$ cat src/rtl/vram_arbiter.sv
// ---------------------------------------------------------------------------
// vram_arbiter
//   Shares one single-port video memory between NUM_CH requesters. Channel 0
//   is the video fetch port and can optionally be given absolute priority;
//   otherwise every channel is served round-robin. At most one access is
//   issued per cycle. Reads are tracked through a MEM_LAT+1 deep pipeline so
//   the returning data is tagged with the channel that asked for it.
//
// Ports
//   clk        : clock, everything is updated on its rising edge
//   reset_n    : synchronous active-low reset
//   fixed_prio : 1 = channel 0 always wins when eligible, 0 = pure round-robin
//   req        : per-channel request, held by the requester until granted
//   we         : per-channel write enable (qualified by req)
//   addr       : per-channel address, channel n at [n*ADDR_W +: ADDR_W]
//   wdata      : per-channel write data, channel n at [n*DATA_W +: DATA_W]
//   gnt        : one-cycle grant pulse, one-hot or zero
//   rvalid     : one-cycle read-data-valid pulse, one-hot or zero
//   rdata      : read data shared by all channels, held while rvalid is 0
//   mem_addr   : registered memory address
//   mem_we     : registered memory write strobe
//   mem_wdata  : registered memory write data
//   mem_rdata  : memory read data, valid MEM_LAT cycles after mem_addr
// ---------------------------------------------------------------------------
module vram_arbiter #(
  parameter int NUM_CH  = 3,
  parameter int ADDR_W  = 16,
  parameter int DATA_W  = 8,
  parameter int MEM_LAT = 1
) (
  input  logic                     clk,
  input  logic                     reset_n,
  input  logic                     fixed_prio,
  input  logic [NUM_CH-1:0]        req,
  input  logic [NUM_CH-1:0]        we,
  input  logic [NUM_CH*ADDR_W-1:0] addr,
  input  logic [NUM_CH*DATA_W-1:0] wdata,
  output logic [NUM_CH-1:0]        gnt,
  output logic [NUM_CH-1:0]        rvalid,
  output logic [DATA_W-1:0]        rdata,
  output logic [ADDR_W-1:0]        mem_addr,
  output logic                     mem_we,
  output logic [DATA_W-1:0]        mem_wdata,
  input  logic [DATA_W-1:0]        mem_rdata
);

  localparam int CW = $clog2(NUM_CH);

  // Per-channel views of the packed address / data buses.
  logic [ADDR_W-1:0] addr_ch  [NUM_CH];
  logic [DATA_W-1:0] wdata_ch [NUM_CH];

  for (genvar gi = 0; gi < NUM_CH; gi++) begin : g_unpack
    assign addr_ch[gi]  = addr[gi*ADDR_W +: ADDR_W];
    assign wdata_ch[gi] = wdata[gi*DATA_W +: DATA_W];
  end

  // Registered state.
  logic [NUM_CH-1:0] gnt_q;
  logic [NUM_CH-1:0] rvalid_q;
  logic [DATA_W-1:0] rdata_q;
  logic [ADDR_W-1:0] mem_addr_q;
  logic              mem_we_q;
  logic [DATA_W-1:0] mem_wdata_q;
  logic [CW-1:0]     ptr_q;          // first channel examined by the search
  logic [CW-1:0]     ptr_d;

  // In-flight tracker: stage k describes the access granted k cycles ago.
  logic              trk_vld_q [MEM_LAT+1];
  logic [CW-1:0]     trk_ch_q  [MEM_LAT+1];
  logic              trk_rd_q  [MEM_LAT+1];

  // Arbitration.
  logic [NUM_CH-1:0] eligible;
  logic [NUM_CH-1:0] cand;
  logic              found;
  logic [CW-1:0]     win;
  logic [CW-1:0]     idx;

  always_comb begin
    // A channel being granted this cycle still shows its req; masking it
    // stops the same request from being served twice.
    eligible = req & ~gnt_q;
    cand     = eligible;
    found    = 1'b0;
    win      = '0;
    idx      = '0;
    ptr_d    = ptr_q;

    if (fixed_prio && eligible[0]) begin
      found = 1'b1;
      win   = '0;
    end else begin
      // Under fixed priority channel 0 never takes part in the rotation.
      if (fixed_prio) begin
        cand[0] = 1'b0;
      end
      for (int off = 0; off < NUM_CH; off++) begin
        if (int'(ptr_q) + off >= NUM_CH) begin
          idx = CW'(int'(ptr_q) + off - NUM_CH);
        end else begin
          idx = CW'(int'(ptr_q) + off);
        end
        if (!found && cand[idx]) begin
          found = 1'b1;
          win   = idx;
        end
      end
    end

    // Channel 0 wins under fixed priority leave the rotation untouched.
    if (found && !(fixed_prio && win == '0)) begin
      ptr_d = (win == CW'(NUM_CH - 1)) ? '0 : win + CW'(1);
    end
  end

  always_ff @(posedge clk) begin
    if (!reset_n) begin
      gnt_q       <= '0;
      rvalid_q    <= '0;
      rdata_q     <= '0;
      mem_addr_q  <= '0;
      mem_we_q    <= 1'b0;
      mem_wdata_q <= '0;
      ptr_q       <= '0;
      for (int i = 0; i <= MEM_LAT; i++) begin
        trk_vld_q[i] <= 1'b0;
        trk_ch_q[i]  <= '0;
        trk_rd_q[i]  <= 1'b0;
      end
    end else begin
      gnt_q    <= found ? (NUM_CH'(1) << win) : '0;
      mem_we_q <= found && we[win];
      ptr_q    <= ptr_d;
      // Address and data hold their last value when nothing is granted.
      if (found) begin
        mem_addr_q  <= addr_ch[win];
        mem_wdata_q <= wdata_ch[win];
      end

      trk_vld_q[0] <= found;
      trk_ch_q[0]  <= win;
      trk_rd_q[0]  <= found && !we[win];
      for (int i = 1; i <= MEM_LAT; i++) begin
        trk_vld_q[i] <= trk_vld_q[i-1];
        trk_ch_q[i]  <= trk_ch_q[i-1];
        trk_rd_q[i]  <= trk_rd_q[i-1];
      end

      // The last stage lines up with mem_rdata for that access.
      if (trk_vld_q[MEM_LAT] && trk_rd_q[MEM_LAT]) begin
        rvalid_q <= NUM_CH'(1) << trk_ch_q[MEM_LAT];
        rdata_q  <= mem_rdata;
      end else begin
        rvalid_q <= '0;
      end
    end
  end

  assign gnt       = gnt_q;
  assign rvalid    = rvalid_q;
  assign rdata     = rdata_q;
  assign mem_addr  = mem_addr_q;
  assign mem_we    = mem_we_q;
  assign mem_wdata = mem_wdata_q;

endmodule

$ cat config.mk
export PLATFORM = sky130hd
export DESIGN_NAME = vram_arbiter
export DESIGN_NICKNAME = d
export VERILOG_FILES = /design/src/rtl/vram_arbiter.sv
export SDC_FILE = /design/constraint.sdc
export NUM_CORES = 1
export LEC_CHECK = 0
export BUFFER_PORTS_ARGS = -buffer_cell sky130_fd_sc_hd__clkbuf_2
export CAP_MARGIN = 5
export CORE_UTILIZATION = 25
export DETAILED_ROUTE_END_ITERATION = 8
export PLACE_DENSITY_LB_ADDON = 0.12
export SYNTH_ARGS = -nofsm -noshare
export SYNTH_HDL_FRONTEND = slang
export SYNTH_SLANG_ARGS = --single-unit
$ cat constraint.sdc
create_clock -name clk -period 2.5 [get_ports clk]
set_input_delay 0.5 -clock clk [delete_from_list [all_inputs] [get_ports clk]]
set_output_delay 0.5 -clock clk [all_outputs]
set_load 0.03 [all_outputs]
; After elaboration in Yosys (flattened, before gate mapping)
; Memory sizes are Yosys's and may differ from the RTL's.
; Index checks and enable logic that the tools add are counted.
[totals]
word_cells = 92
ram_bits = 8
memories = 3
output_inout_bits = 39
regBits = 41
[op_classes]
addsub = 6
n_mux = 41
n_eq_ne = 1
n_bitwise = 9
n_shift = 2
reduce_logical = 15
n_lt_le_gt_ge = 8
[mem_list]
columns = name, depth, word_bits, rd, rd_clocked_by_memory_dff, write_ports, line
row1 = trk_ch_q, 2, 2, 2, 0, 2, 70  ; logic [CW-1:0] trk_ch_q [MEM_LAT+1];
row2 = trk_rd_q, 2, 1, 2, 0, 2, 71  ; logic trk_rd_q [MEM_LAT+1];
row3 = trk_vld_q, 2, 1, 2, 0, 2, 69  ; logic trk_vld_q [MEM_LAT+1];
[op_table]
columns = operator, n
row1 = binary-select mux 16 bit (select 2 bit), 1
row2 = two-way mux 16 bit, 2
row3 = two-way mux 2 bit, 13
row4 = two-way mux 1 bit, 18
row5 = binary-select mux 8 bit (select 2 bit), 1
row6 = two-way mux 8 bit, 2
row7 = "less-than comparator 2 x 3 -> 1 bit, second input constant", 4
row8 = binary-select mux 1 bit (select 2 bit), 4
row9 = logical AND 1 bit, 8
row10 = "greater-or-equal comparator 3 x 2 -> 1 bit, second input constant", 2
row11 = OR 1 bit, 6
row12 = "left shift 1 x 2 -> 3 bit, first input constant", 2
row13 = zero test 1 bit, 4
row14 = AND reduction 2 bit, 2
row15 = "subtractor 2 x 1 -> 2 bit, second input constant", 2
row16 = "adder 2 x 1 -> 3 bit, second input constant", 1
row17 = "adder 2 x 2 -> 3 bit, second input constant", 1
row18 = bitwise AND 3 bit, 1
row19 = "greater-or-equal comparator 3 bit, second input constant", 1
row20 = NOT 2 -> 3 bit, 1
row21 = NOT 3 bit, 1
row22 = "adder 2 x 1 -> 2 bit, second input constant", 1
row23 = "equality test 2 bit, second input constant", 1
row24 = "greater-or-equal comparator 2 bit, second input constant", 1
row25 = other kinds (2), 2

; Logic depth before layout (Yosys ltp)
; Gate-level depths: netlist (run 1).
[depth]
ltp_word = 21
depth_mapped = 9
ltp_nobuf = 8

; Least setup slack after synthesis (run 1)
; No wires, ideal clock.
[synth_path]
kind = reg2reg
startpoint = register ptr_q[0]
endpoint = register mem_addr_q[10] (netlist: mem_addr[10])
synth_period_minus_slack_ns = 2.022
slack_ns = 0.478
setup_ns = 0.134
arrival_ns = 1.889
path_stages_with_launch = 9
cell_sequence = dfxtp_1 -> inv_1 -> ha_1 -> or3_1 -> a21boi_2 -> nor3_2 -> o21ai_1 -> buf_2 -> o22ai_1
[synth_via]
elab_chain_cells = 19
[synth_rtl]
columns = item, line
row1 = "start, declared", 65  ; logic [CW-1:0] ptr_q;
row2 = "start signal, assigned", 134  ; ptr_q <= ptr_d;
row3 = "parallel branches: the longest is 19 deep, another holds adder 2 x 1 -> 3 bit", -
row4 = "end signal, assigned", 137  ; mem_addr_q <= addr_ch[win];
row5 = "end, declared", 62  ; logic [ADDR_W-1:0] mem_addr_q;
; Parallel ways; which one is timed is not known. The select of a mux whose other input is x is not followed.
; A chain may end at the register's enable or synchronous reset.

; Final worst setup path (run 1)
[layout_path]
startpoint = register ptr_q[0]
endpoint = register mem_we_q (netlist: mem_we)
[layout_via]
elab_chain_cells = 18
[layout_rtl]
columns = item, line
row1 = "parallel branches: the longest is 17 deep, another holds adder 2 x 1 -> 3 bit", -
row2 = logical AND 1 bit *, 133  ; mem_we_q <= found && we[win];
row3 = "end signal, assigned", 133
row4 = "end, declared", 63  ; logic mem_we_q;
; Mark *: on every way between the ends. The select of a mux whose other input is x is not followed.

==> flow_summary.ini, run 1 <==
[synth]
ys_top_cells_by_area = dfxtp_1 46%, mux2i_1 12%, a22oi_1 8.4%, o22ai_1 7.0%, nand3_1 2.6%
synth_top_area_cell = dfxtp_1
syn_inst = 216
ys_ff_latch = 49
yosys_warnings = 0
seq_area_frac_synth = 0.460
yosysUniqueCellTypes = 39
syn_avg_cell_area_um2 = 9.88
syn_nets = 307
syn_area_um2 = 2130
synth_top_area_share = 0.460

[die]
core.rowCount = 33
die_area_um2 = 8910
fp.coreArea_um2 = 8260
io_pins = 128
initial_core_util = 0.258
die_w_um = 94.4
die_y_um = 94.4

[global_route]
antenna_found_initial = 0
grt_max_degree = 29
grt_first_pass_wirelength_um = 9270
grt_pass1_vias = 1945
grt.overflow.total = 0
grt_use_total = 0.134

[cells_and_area]
fin_nets = 434
drive_gt1_frac = 0.446
syn_to_final_growth_pct = 41.4
final_cell_area_um2 = 3020
stdcell_count = 448
final_util = 0.365
n_antenna_cell = 0

[worst_setup_path]
rr_endpoint = mem_we$_SDFF_PN0_
worstPathMaxFanout = 28
required_ns = 2.70
critical_path_arrival_ns = 2.52
reg2regPathDepth = 9
ff2ff_setup_slack_ns = 0.18
start_kind = flip-flop
crit_path_end_kind = flip-flop
r2r-start = ptr_q[0]$_SDFFE_PN0P_
critical_path_class = flip-flop to flip-flop

[cts]
cts_hold_buf = 0
root_buffer = clkbuf_8
cts_max_path_buffers = 2
cts_made_buffers = 5
cts_htree_levels = 2
cts_tree = yes
cts.sinks = 49
clkSlewWorstSetupHoldPaths_ns = 0.09
worstSkewPairLatency_ns = 0.29

[timing]
setup_viol = 0
slew-limit-headroom = 0.559
final_max_slew_viol_count = 0
fin_crit_sh = 0.930
fin_skew_ns = 0.0104
max_freq_ghz = 0.430
period_needed_ns = 2.32
rsz0062_at_grt = false
hold_viol_final = 0
worst_pin_slew_ns = 0.659
hold_slack_ns = 0.431

[run_status]
status = completed

[min_path]
holdPathStages = 3
hold_start = mem_rdata[2]
min_path_type = input port to flip-flop
min_to = rdata[2]$_SDFFE_PN0P_

[routing]
drt_wl_total_um = 5940
drc = 0
wl_per_cell_um = 13.3
drt-pass1-iter-count = 4
viasPerCell = 4.70
vias = 2105
drt-initial-drc-count = 80
ant_nets = 0

[power]
leakage_nw = 1.36
ir_drop_uv = 339
total_power_mw = 3.04
p_per_area_nw_per_um2 = 1010

[placed_design]
dp_hpwl_um = 4450
io_buffers = 127
dpl-instance-area_um2 = 2920
placedCellCount = 441
gp_congestion = 0.729

[job]
cap_violations = 0
[cell type report]
type / instances / area (um^2)
fillers: 860 / 5240
clock buffers: 7 / 86.3
inverters: 4 / 15.0
flip-flops and latches: 49 / 981
repair buffers: 136 / 716
multi-input cells: 147 / 1090
well taps: 105 / 131
[sequential cells by signal, summed over array words and instances (netlist names)]
| signal | flops |
|---|---|
| gnt | 3 |
| mem_addr | 16 |
| mem_wdata | 8 |
| mem_we | 1 |
| ptr_q | 2 |
| rdata | 8 |
| rvalid | 3 |
| trk_ch_q | 4 |
| trk_rd_q | 2 |
| trk_vld_q | 2 |
[cell usage after synthesis (all sizes together)]
cell      n
ha        2
buf      11
or3b      1
a21oi    11
nand2b    1
and3      2
inv       3
nor3      4
or2b      1
or2       2
nor4      2
o22ai    24
clkinv    1
nand3b    1
nor3b     3
dfxtp    49
nand4     1
a22oi    24
a21boi    2
nand2    14
clkbuf    5
o21ai     2
and2      6
o2111ai   1
mux2i    25
nand3    11
and3b     2
o211a     1
or3       2
a211oi    1
a21o      1
[kinds of logic after synthesis]
logic type | synth area share
flops | 0.460
buf+inv | 0.0440
simple gates | 0.150
mux | 0.117
fa+ha+maj | 0.0117
compound gates | 0.217
[worst max-delay path by stage]
| stage | startpoint | to | cells past startpoint |
|---|---|---|---|
| 2_1_floorplan | ptr_q[0]$_SDFFE_PN0P_ | mem_addr[10]$_SDFFE_PN0P_ | 8 |
| 6_report | ptr_q[0]$_SDFFE_PN0P_ | mem_we$_SDFF_PN0_ | 9 |
| 3_5_place_dp | ptr_q[0]$_SDFFE_PN0P_ | mem_addr[0]$_SDFFE_PN0P_ | 7 |
| 4_1_cts | ptr_q[0]$_SDFFE_PN0P_ | mem_we$_SDFF_PN0_ | 9 |
| 5_1_grt | ptr_q[0]$_SDFFE_PN0P_ | mem_we$_SDFF_PN0_ | 9 |
| 3_3_place_gp | ptr_q[0]$_SDFFE_PN0P_ | mem_wdata[1]$_SDFFE_PN0P_ | 7 |
[worst max-delay path, cell delays in order (launching register included)]
cell      delay (ns)
dfxtp_1         0.36
inv_1           0.05
ha_1            0.35
buf_4           0.15
a211oi_4        0.07
nor4_4          0.30
buf_4           0.36
nand2_1         0.17
or2_1           0.24
and3b_1         0.16
[per-stage QoR]
stage	setup slack (ns)	setup TNS [ns]
6_report	0.175	0
3_3_place_gp	0.0194	0
3_5_place_dp	-0.0288	-0.143
2_1_floorplan	0.478	0
4_1_cts	0.159	0
5_1_grt	0.0356	0
[layer usage]
metal | vias up | share of wire | GRT usage
met3 | 13 | 0.088 | 0.0467
met2 | 109 | 0.45 | 0.210
li1 | 1060 | - | -
met4 | 0 | 0.023 | 0.0526
met1 | 923 | 0.44 | 0.168
met5 | - | 0 | 0
[cell usage in the layout (no fill, tap or decap), types with 2 or more instances in the layout]
master	netlist	final
dfxtp_1	49	49
clkbuf_2	0	127
clkbuf_8	0	6
mux2i_1	25	25
nand3_1	11	11
nand2_1	14	14
or2_1	2	2
and2_1	6	6
nor3_1	3	3
and3_1	2	2
buf_4	0	8
nor4_4	0	2
a21oi_1	10	10
inv_1	2	2
o22ai_1	24	24
ha_1	2	2
nor3b_1	3	3
a22oi_1	24	24
or3_1	2	2
[power breakdown]
group,switching [mW],internal (mW)
registers,0.115,0.979
clock network,0.255,0.220
logic,0.918,0.558
[repair_timing]
item | in CTS | in global routing
buffers inserted | 0 | 0
resized for setup | 1 | 0
setup endpoints to repair | 23 | 0
Power figures use the tool's default switching activity.
==> run 2: changes to the inputs <==
--- a/config.mk
+++ b/config.mk
@@ -10,6 +10,8 @@
 export CORE_UTILIZATION = 25
 export DETAILED_ROUTE_END_ITERATION = 8
 export PLACE_DENSITY_LB_ADDON = 0.12
+export RECOVER_POWER = 50
+export SLEW_MARGIN = 10
 export SYNTH_ARGS = -nofsm -noshare
 export SYNTH_HDL_FRONTEND = slang
 export SYNTH_SLANG_ARGS = --single-unit
==> run 2 against run 1 <==
Die area unchanged. First-iteration DRC count up 6.3%. Clock-buffer cell count unchanged. Via count up 0.24%. Worst hold slack worse by 0.0034 ns. Worst setup slack about the same. Combinational power about the same. Fmax about the same. Power down 0.84%. Final cell count unchanged. Register-to-register slack about the same. Sequential power about the same. Critical path type unchanged. Critical endpoint unchanged. Largest cell class unchanged.
==> flow_summary.ini, run 2 (same netlist as run 1, synthesis figures left out) <==
[run_status]
status = completed

[routing]
vias = 2110
drt-initial-drc-count = 85
routed-wl-met3_um = 509
drt_wl_total_um = 5950
m1WireLength_um = 2610
drt-pass1-iter-count = 4
wl_per_cell_um = 13.3
dr.max_layer_used = met4
viasPerCell = 4.71
ant_nets = 0
met2_length_um = 2690
drc = 0

[worst_setup_path]
required_ns = 2.70
cpMostUsedCell = buf_4
worstPathMaxFanout = 28
cp_slowest_cell = dfxtp_1
max_stage_delay_ns = 0.36
critical_path_class = flip-flop to flip-flop
crit_path_end_kind = flip-flop
start_kind = flip-flop
critical_path_arrival_ns = 2.52
crit_chain = inv_1 -> ha_1 -> buf_4 -> a211oi_4 -> nor4_4 -> buf_4 -> nand2_1 -> or2_1 -> and3b_1

[cts]
cts_hold_buf = 0
cts.sinks = 49
worstSkewPairLatency_ns = 0.29
cts_max_path_buffers = 2
cts_resized = 1
postCtsSetupRepairBufs = 0
root_buffer = clkbuf_8
clkSlewWorstSetupHoldPaths_ns = 0.09
cts_htree_levels = 2
cts_made_buffers = 5
cts_tree = yes

[job]
cap_violations = 0

[cells_and_area]
fin_nets = 434
seq_area_um2 = 981
mostFrequentLayoutCells = 97 x clkbuf_2, 49 x dfxtp_1, 31 x clkbuf_1
multi_input_area_um2 = 1090
n_antenna_cell = 0
largest_reg_flops = 16
final_util = 0.361
final_common_cell = clkbuf_2
drive_gt1_frac = 0.359
syn_to_final_growth_pct = 39.6
final_cell_area_um2 = 2980
fillers = 872

[timing]
rsz0062_at_grt = false
max_freq_ghz = 0.430
fin_skew_ns = 0.0104
slew-limit-headroom = 0.560
worst_pin_slew_ns = 0.657
period_needed_ns = 2.33
hold_viol_final = 0
fin_crit_sh = 0.930
setup_viol = 0
finalSetupTns_ns = 0
final_max_slew_viol_count = 0

[die]
fp.coreArea_um2 = 8260
core.rowCount = 33
io_pins = 128
die_y_um = 94.4
die_area_um2 = 8910
initial_core_util = 0.258
die_w_um = 94.4

[global_route]
grt_max_degree = 29
grt_use_total = 0.134
grt_first_pass_wirelength_um = 9270
antenna_found_initial = 0
grt_pass1_vias = 1945
grt.overflow.total = 0

[power]
leakage_nw = 1.26
p_per_area_nw_per_um2 = 1010
swShare = 0.427
total_power_mw = 3.02
comb_power_share = 0.480
ir_drop_uv = 328
power_switching_mw = 1.29
internal_power_mw = 1.73
pwr-share-seq = 0.362
p_clk_frac = 0.158

[min_path]
min_path_type = input port to flip-flop

[placed_design]
io_buffers = 127
dp_hpwl_um = 4450
gp_congestion = 0.729
dpl-instance-area_um2 = 2920
==> run 2: cell counts in the layout (fill, tap and decap cells not counted) <==
No cell type changed its count.
==> run 2: metal layers <==
metal | up-vias | GRT usage
met2 | 107 | 0.210
met3 | 13 | 0.0467
met5 | - | 0
li1 | 1059 | -
met1 | 931 | 0.168
met4 | 0 | 0.0526
==> run 2: stage by stage <==
step	hold WS, ns	setup WS (ns)	cells
4_1_cts	0.415	0.159	448
3_3_place_gp	0.417	0.0194	441
3_5_place_dp	0.417	-0.0288	441
2_1_floorplan	0.412	0.478	216
5_1_grt	0.420	0.0356	448
6_report	0.428	0.175	448
==> run 2: cell type report <==
type                    count  share of cell area
inverters                   4             0.00504
multi-input cells         147               0.365
repair buffers            136               0.228
clock buffers               7              0.0290
flip-flops and latches     49               0.329
well taps                 105              0.0441
==> run 2: path summary, 6_finish.rpt <==
kind / cells after the start / slack (ns) / startpoint / endpoint
hold / removal: 3 / 0.43 / mem_rdata[2] / rdata[2]$_SDFFE_PN0P_
setup reg to reg: 9 / 0.17 / ptr_q[0]$_SDFFE_PN0P_ / mem_we$_SDFF_PN0_
hold reg to reg: 1 / 0.44 / trk_vld_q[0][0]$_SDFF_PN0_ / trk_vld_q[0][1]$_SDFF_PN0_
setup / recovery: 9 / 0.17 / ptr_q[0]$_SDFFE_PN0P_ / mem_we$_SDFF_PN0_
==> run 2: power by group through the flow <==
stage | clock [mW] | combinational (mW) | sequential (mW)
final | 0.477 | 1.45 | 1.09
after CTS | 0.497 | 1.49 | 1.09
after global placement | 0 | 1.47 | 1.12
after floorplan | 0 | 0.714 | 1.41
after global routing | 0.524 | 1.57 | 1.12
after detailed placement | 0 | 1.48 | 1.11
==> run 2: worst max-delay path: cells and delay by family (launching register included) <==
family,cells,cell delay [ns]
simple gates,4,0.87
buf+inv,3,0.56
flops,1,0.36
fa+ha+maj,1,0.35
compound gates,1,0.07
==> run 3: changes to the inputs <==
--- a/config.mk
+++ b/config.mk
@@ -5,6 +5,7 @@
 export SDC_FILE = /design/constraint.sdc
 export NUM_CORES = 1
 export LEC_CHECK = 0
+export ABC_AREA = 1
 export BUFFER_PORTS_ARGS = -buffer_cell sky130_fd_sc_hd__clkbuf_2
 export CAP_MARGIN = 5
 export CORE_UTILIZATION = 25
==> run 3 against run 2 <==
Worst hold slack lost 0.041 ns. Critical path depth grew 3. Combinational power grew 120%. Sequential power grew 5%. Routed wire length grew 32%. Synthesized area grew 21%. Power grew 61%. Utilization shrank 1.2 points. Register-to-register slack gained 0.08 ns. Flip-flop and latch count is the same. Global-route usage grew 1.8 points. Largest power group unchanged. Highest routed layer unchanged.
==> flow_summary.ini, run 3 <==
[synth]
ys_top_cells_by_area = dfxtp_1 38%, nand2_1 21%, nand3_1 6.8%, nor2_1 5.7%, inv_1 4.4%
synth-edff-count = 0
seq_area_frac_synth = 0.381
synth_top_area_cell = dfxtp_1
synth_top_family_by_area = simple AND/OR/NAND/NOR gates
syn_inst = 389
yosys-top-cells-count = 141 x nand2_1, 49 x dfxtp_1, 39 x nor2_1, 35 x nand3_1, 30 x inv_1
synthMuxAreaShare = 0
synth_top_area_share = 0.381
ys_ff_latch = 49
syn_area_um2 = 2570
yosys.area_share.simple = 0.437
ys.flop_type = dfxtp_1
synth-adder-area-share = 0.00973
syn_nets = 480
yosysUniqueCellTypes = 29
syn_avg_cell_area_um2 = 6.61
async_flop_share = 0
synth_compound_area_frac = 0.0807
synth-xor-area-share = 0
yosys_warnings = 0
yosysMostFrequentCell = nand2_1

[run_status]
status = completed

[power]
ir_drop_uv = 499
leakage_nw = 1.82
p_per_area_nw_per_um2 = 1410

[timing]
rsz0062_at_grt = false
hold_slack_ns = 0.387
finalSetupTns_ns = 0
final_max_slew_viol_count = 0
hold_viol_final = 0
slew-limit-headroom = 0.715
fin_crit_sh = 0.898
period_needed_ns = 2.24
setup_slack_ns = 0.255
fin_skew_ns = 0.00862
worst_pin_slew_ns = 0.426
setup_viol = 0
max_freq_ghz = 0.445

[die]
die_w_um = 103
core.rowCount = 36
die_area_um2 = 10700
die_y_um = 103
fp.coreArea_um2 = 9860
io_pins = 128
initial_core_util = 0.261

[cts]
clkSlewWorstSetupHoldPaths_ns = 0.10
cts.sinks = 49
cts_made_buffers = 5
cts_max_path_buffers = 2
cts_tree = yes
cts_htree_levels = 2
worstSkewPairLatency_ns = 0.31
root_buffer = clkbuf_8

[global_route]
grt.overflow.total = 0
grt_pass1_vias = 2742
grt_use_total = 0.152
antenna_found_initial = 0
grt_first_pass_wirelength_um = 12700
grt_max_degree = 39

[cells_and_area]
largest_reg_flops = 16
mostFrequentLayoutCells = 141 x nand2_1, 98 x clkbuf_2, 49 x dfxtp_1
syn_to_final_growth_pct = 33.6
final_util = 0.348
final_common_cell = nand2_1
n_antenna_cell = 0
fillers = 1114
drive_gt1_frac = 0.267
final_cell_area_um2 = 3440
fin_nets = 607

[placed_design]
dp_hpwl_um = 5840
io_buffers = 127
gp_congestion = 0.851
dpl-instance-area_um2 = 3330
pre_cts_slack_ns = 0.122

[routing]
vias = 2835
wl_per_cell_um = 12.1
drt-initial-drc-count = 84
drt_wl_total_um = 7840
drc = 0
ant_nets = 0
viasPerCell = 4.36
drt-pass1-iter-count = 4

[worst_setup_path]
critical_path_arrival_ns = 2.48
required_ns = 2.73
critical_path_class = flip-flop to flip-flop
start_kind = flip-flop
crit_path_end_kind = flip-flop
worstPathMaxFanout = 27

[job]
cap_violations = 0

[min_path]
min_path_type = input port to flip-flop
[run 3: layout make-up]
class | instances | area [um^2] | share of cell area
clock buffers | 5 | 68.8 | 0.0200
clock inverters | 3 | 26.3 | 0.00764
inverters | 36 | 140 | 0.0408
multi-input cells | 287 | 1360 | 0.397
flip-flops and latches | 49 | 981 | 0.285
well taps | 133 | 166 | 0.0484
repair buffers | 137 | 691 | 0.201
[run 3: per-stage QoR]
stage          instances  total power, mW
2_1_floorplan        389             3.57
4_1_cts              647             4.83
3_3_place_gp         639             4.29
5_1_grt              650             5.37
6_report             650             4.85
3_5_place_dp         639             4.30
[run 3: cells by family (layout without fill, tap and decap cells)]
kind of cell             after synthesis  count (layout)
AO/OA/AOI/OAI                         39              39
adder cells (fa/ha/maj)                2               2
buffers and inverters                 53             181
flip-flops                            49              49
AND/OR/NAND/NOR                      246             246
[run 3: what timing repair did]
action,4_1_cts,5_1_grt
setup endpoints to repair,0,28
gates resized for setup,0,5
setup buffers,0,3
hold buffers,0,0
[run 3: worst paths after layout]
check,start,end,slack (ns),cells past startpoint
setup / recovery,ptr_q[0]$_SDFFE_PN0P_,ptr_q[1]$_SDFFE_PN0P_,0.26,12
hold / removal,wdata[15],mem_wdata[7]$_SDFFE_PN0P_,0.39,3
hold reg to reg,trk_rd_q[0][0]$_SDFF_PN0_,trk_rd_q[0][1]$_SDFF_PN0_,0.42,2
setup reg to reg,ptr_q[0]$_SDFFE_PN0P_,ptr_q[1]$_SDFFE_PN0P_,0.26,12
[run 3: metal layers]
metal,GRT usage,up-vias,part of all wire
met4,0.0412,0,0.014
met3,0.0329,11,0.062
li1,-,1476,-
met2,0.263,91,0.48
met1,0.191,1257,0.45
met5,0,-,0
[run 3: critical path, stage by stage, from the launching register on]
cell and delay, ns:
dfxtp_1 0.34, inv_1 0.07, ha_2 0.38, inv_2 0.06
nand4_1 0.13, nand2_1 0.10, nand2_2 0.11, nand2_1 0.09
nor3_4 0.35, inv_4 0.20, nand2_1 0.14, nand3_1 0.07
o22ai_1 0.13
[run 3: power breakdown]
group	total (mW)	leakage, nW	internal (mW)	switching (mW)
logic	3.20	1.37	1.03	2.17
registers	1.14	0.404	1.03	0.112
clock network	0.501	0.0423	0.204	0.297
